File: config.mk
export PLATFORM = sky130hd
export DESIGN_NAME = tree_driver
export DESIGN_NICKNAME = d
export VERILOG_FILES = /design/src/rtl/maltsev_pkg.sv /design/src/rtl/tree_watchdog.sv /design/src/rtl/tree_driver.sv
export SDC_FILE = /design/constraint.sdc
export NUM_CORES = 1
export LEC_CHECK = 0
export BUFFER_PORTS_ARGS = -buffer_cell sky130_fd_sc_hd__buf_2
export CORE_MARGIN = 8
export CORE_UTILIZATION = 40
export DETAILED_ROUTE_END_ITERATION = 8
export PLACE_DENSITY = 0.7
export REMOVE_ABC_BUFFERS = 1
export SLEW_MARGIN = 30
export SYNTH_ARGS = -nofsm -noshare
export SYNTH_HDL_FRONTEND = slang
export SYNTH_HIERARCHICAL = 1
export SYNTH_SLANG_ARGS = --single-unit
File: constraint.sdc
create_clock -name CLK -period 2.4 [get_ports CLK]
set_input_delay 0.24 -clock CLK [delete_from_list [all_inputs] [get_ports CLK]]
set_output_delay 0.24 -clock CLK [all_outputs]
set_load 0.02 [all_outputs]
File: src/rtl/maltsev_pkg.sv
// Shared types and constants for the tree driver block.
package maltsev_pkg;

    localparam int DEFAULT_WIDTH = 16;

    typedef enum logic [1:0] {
        IDLE    = 2'd0,
        RUN     = 2'd1,
        HOLD    = 2'd2,
        RECOVER = 2'd3
    } state_t;

endpackage

File: src/rtl/tree_watchdog.sv
// Wait counter for the RUN state: cleared on job accept, counts RUN cycles,
// saturates at TIMEOUT-1 and flags expiry there.
module tree_watchdog #(
    parameter int TIMEOUT = 1024
) (
    input  logic clk,
    input  logic clear,
    input  logic enable,
    output logic expired
);

    localparam int CW = $clog2(TIMEOUT);
    localparam logic [CW-1:0] LAST = CW'(TIMEOUT - 1);

    logic [CW-1:0] count;

    always_ff @(posedge clk) begin
        if (clear) begin
            count <= '0;
        end else if (enable && count != LAST) begin
            count <= count + 1'b1;
        end
    end

    assign expired = (count == LAST);

endmodule

File: src/rtl/tree_driver.sv
// Single-outstanding-job driver for an evaluation tree: launches operands,
// waits for RD or a timeout, holds the result until downstream takes it.
module tree_driver
    import maltsev_pkg::*;
#(
    parameter int WIDTH   = DEFAULT_WIDTH,
    parameter int TIMEOUT = 1024
) (
    input  logic             CLK,
    input  logic             RST,
    input  logic             JOB_VAL,
    output logic             JOB_RDY,
    input  logic [WIDTH-1:0] J0,
    input  logic [WIDTH-1:0] J1,
    input  logic [WIDTH-1:0] J2,
    input  logic [WIDTH-1:0] J3,
    input  logic [WIDTH-1:0] J4,
    output logic             ST,
    output logic [WIDTH-1:0] IN0,
    output logic [WIDTH-1:0] IN1,
    output logic [WIDTH-1:0] IN2,
    output logic [WIDTH-1:0] IN3,
    output logic [WIDTH-1:0] IN4,
    input  logic             RD,
    input  logic [WIDTH-1:0] RES,
    output logic             OUT_VAL,
    input  logic             OUT_RDY,
    output logic [WIDTH-1:0] OUT_RES,
    output logic             OUT_TO,
    output logic             BUSY
);

    state_t state;
    state_t state_next;
    logic   accept;
    logic   expired;

    assign accept = JOB_VAL && JOB_RDY;

    tree_watchdog #(
        .TIMEOUT(TIMEOUT)
    ) u_watchdog (
        .clk    (CLK),
        .clear  (!RST || accept),
        .enable (state == RUN),
        .expired(expired)
    );

    always_ff @(posedge CLK) begin
        if (!RST) begin
            state <= IDLE;
        end else begin
            state <= state_next;
        end
    end

    always_comb begin
        state_next = state;
        unique case (state)
            IDLE:    if (accept)          state_next = RUN;
            RUN:     if (RD || expired)   state_next = HOLD;
            HOLD:    if (OUT_RDY)         state_next = RECOVER;
            RECOVER: if (!RD)             state_next = IDLE;
            default:                      state_next = IDLE;
        endcase
    end

    // JOB_RDY waits for a stale RD to drop so ST never meets a leftover RD.
    always_comb begin
        JOB_RDY = 1'b0;
        ST      = 1'b0;
        OUT_VAL = 1'b0;
        BUSY    = 1'b1;
        unique case (state)
            IDLE: begin
                JOB_RDY = !RD;
                BUSY    = 1'b0;
            end
            RUN:     ST      = 1'b1;
            HOLD:    OUT_VAL = 1'b1;
            RECOVER: ;
            default: ;
        endcase
    end

    // RD takes priority over expiry when both land on the same edge.
    always_ff @(posedge CLK) begin
        if (!RST) begin
            IN0     <= '0;
            IN1     <= '0;
            IN2     <= '0;
            IN3     <= '0;
            IN4     <= '0;
            OUT_RES <= '0;
            OUT_TO  <= 1'b0;
        end else begin
            if (accept) begin
                IN0 <= J0;
                IN1 <= J1;
                IN2 <= J2;
                IN3 <= J3;
                IN4 <= J4;
            end
            if (state == RUN) begin
                if (RD) begin
                    OUT_RES <= RES;
                    OUT_TO  <= 1'b0;
                end else if (expired) begin
                    OUT_RES <= '0;
                    OUT_TO  <= 1'b1;
                end
            end
        end
    end

endmodule

==> results.cfg <==
[status]
status = completed

[routing]
avgRoutedWirePerCell_um = 14.7
drt_iter0_drc = 235
vias = 3999
drtAntennaViolNets = 0
finalWirelength_um = 12100
dr.pass1.iters = 4
drc = 0
viasPerCell = 4.86

[sta]
fin_skew_ns = 0.00549
min_period_ns = 2.00
setup_viol = 0
fin_crit_sh_pct = 83.5
fmax_mhz = 499
relSlewSlack_pct = 46.5
tightest_slew_ns = 0.802
rsz0062_at_grt = false
slew_violations = 0
hold_viol = 0

[floorplanning]
die_area_sq_um = 14400
die_w_um = 120
ios = 202
rows = 38
die_h_um = 120
start_util_pct = 40.5
core_area_sq_um = 10700

[synth]
synthCells = 497
ys_ff_latch = 109
ys_async_sr_fraction_pct = 0
ys_seq_area_share_pct = 50.3
netlist_area_sq_um = 4330
ys_types = 32
syn_area_per_cell_sq_um = 8.72
synth_flop_cell = dfxtp_1
ys_warn_count = 6
synth_edf_count = 0

[finish]
final_common_cell = buf_2
drive_gt1_share_pct = 32.9
instances_no_fill = 823
nNetsFinal = 785
mostFrequentLayoutCells = buf_2 (201), nand2_1 (165), dfxtp_1 (109)
post-route-cell-area_sq_um = 5590
fillers = 1045
antennaDiodeCount = 0
area_growth_pct = 29.1

[power_and_ir_drop]
leakage_nw = 2.53
ir_drop_mv = 0.397
power_mw = 4.61
power_density_nw_per_um2 = 823

[place]
dp_hpwl_um = 8820
dp_cells = 807
port_buffers = 201
placed_area_sq_um = 5390
gp_congestion = 0.803

[grt]
grt_antenna_before_repair = 0
overflow = 0
grt_max_degree = 100
grt_pass1_vias = 4034
grt_pass1_wl_um = 19700
gr-usage-all-layers_pct = 16.6

[critical_path]
startpoint_type = register
crit_arrival_ns = 2.32
endpoint_kind = register
setup.worst_path.class = reg -> reg
path_max_fanout = 14
worstPathRequired_ns = 2.71

[worst_hold_path]
min_path_type = in -> reg

[job]
cap_violations = 0

[clocking]
cts.sinks = 109
cts_buffer_depth = 2
cts_resized = 0
clock_latency_ns = 0.37
root_buffer = clkbuf_8
cts_tree = yes
ctsHoldBuffers = 0
post_cts_buffers = 0
clk_pin_slew_worst_paths_ns = 0.10
cts_made_buffers = 9
h-tree-depth = 3
per-stage QoR:
step	worst slack, ns	hold WS, ns	util (%)	TNS, ns
after detailed placement	0.434	0.441	50.4	0
after CTS	0.408	0.0739	52.3	0
after global routing	0.163	0.0762	52.3	0
after global placement	0.363	0.437	50.4	0
after floorplan	-1.08	0.368	-	-26.28
final	0.397	0.0954	52.3	0
final timing paths:
kind,depth (start not counted),slack (ns),from,endpoint
setup / recovery,7,0.40,state[0]$_SDFFE_PN0P_,u_watchdog/count[0]$_SDFFE_PP0P_
hold / removal,3,0.1,J4[3],IN4[3]$_SDFFE_PN0P_
setup reg to reg,7,0.40,state[0]$_SDFFE_PN0P_,u_watchdog/count[0]$_SDFFE_PP0P_
hold reg to reg,2,0.45,IN4[2]$_SDFFE_PN0P_,IN4[2]$_SDFFE_PN0P_
final cells by class:
type,instances,area (sq um),area share [%]
Tap cell,140,175,3.13
Clock buffer,12,145,2.59
Sequential cell,109,2180,39.0
Clock inverter,4,55.1,0.984
Multi-Input combinational cell,350,1960,35.1
Timing Repair Buffer,205,1060,19.0
Inverter,3,11.3,0.201
where the power goes:
part | total, mW | switching (mW) | internal [mW]
registers | 2.14 | 0.113 | 2.02
clock network | 1.14 | 0.622 | 0.523
logic | 1.32 | 0.837 | 0.488
total | 4.61 | 1.57 | 3.03
worst max-delay path, stage by stage (launching register included):
cell	delay, ns
dfxtp_1	0.39
inv_1	0.10
ha_1	0.27
nand3b_1	0.25
nand2_1	0.34
nor3b_1	0.36
o21ai_0	0.15
nand3_1	0.10
cell families after synthesis:
family	after synthesis	synth area share (%)
and+or+nand+nor	222	22.4
AOI/OAI and AO/OA	120	20.6
DFF	109	50.3
buffers and inverters	38	4.45
adders and majority gates	6	1.73
muxes	2	0.462
state kept, by name, indices dropped and copies added (netlist names):
name and flops:
IN3 16, IN2 16, u_watchdog/count 10, OUT_TO 1, IN4 16, IN1 16, OUT_RES 16, state 2
IN0 16
routing by layer:
metal	track usage [%]	wire length, um
met2	30.1	6230
met3	5.59	920
met5	0	0
met1	17.3	4710
met4	6.64	231
Yosys cell counts, types with 4 or more instances:
master / number / area [sq um]
clkbuf_1: 12 / 45.0
a22oi_1: 16 / 120
a211oi_1: 7 / 52.6
nor2b_1: 20 / 125
and3_1: 4 / 25.0
dfxtp_1: 109 / 2180
nand2_1: 165 / 619
a31oi_1: 4 / 25.0
buf_2: 19 / 95.1
nand3_1: 8 / 40.0
a21oi_1: 6 / 30.0
a21boi_1: 80 / 601
ha_1: 6 / 75.1
and2_1: 4 / 25.0
nor3b_1: 5 / 37.5
Power figures use the tool's default switching activity.
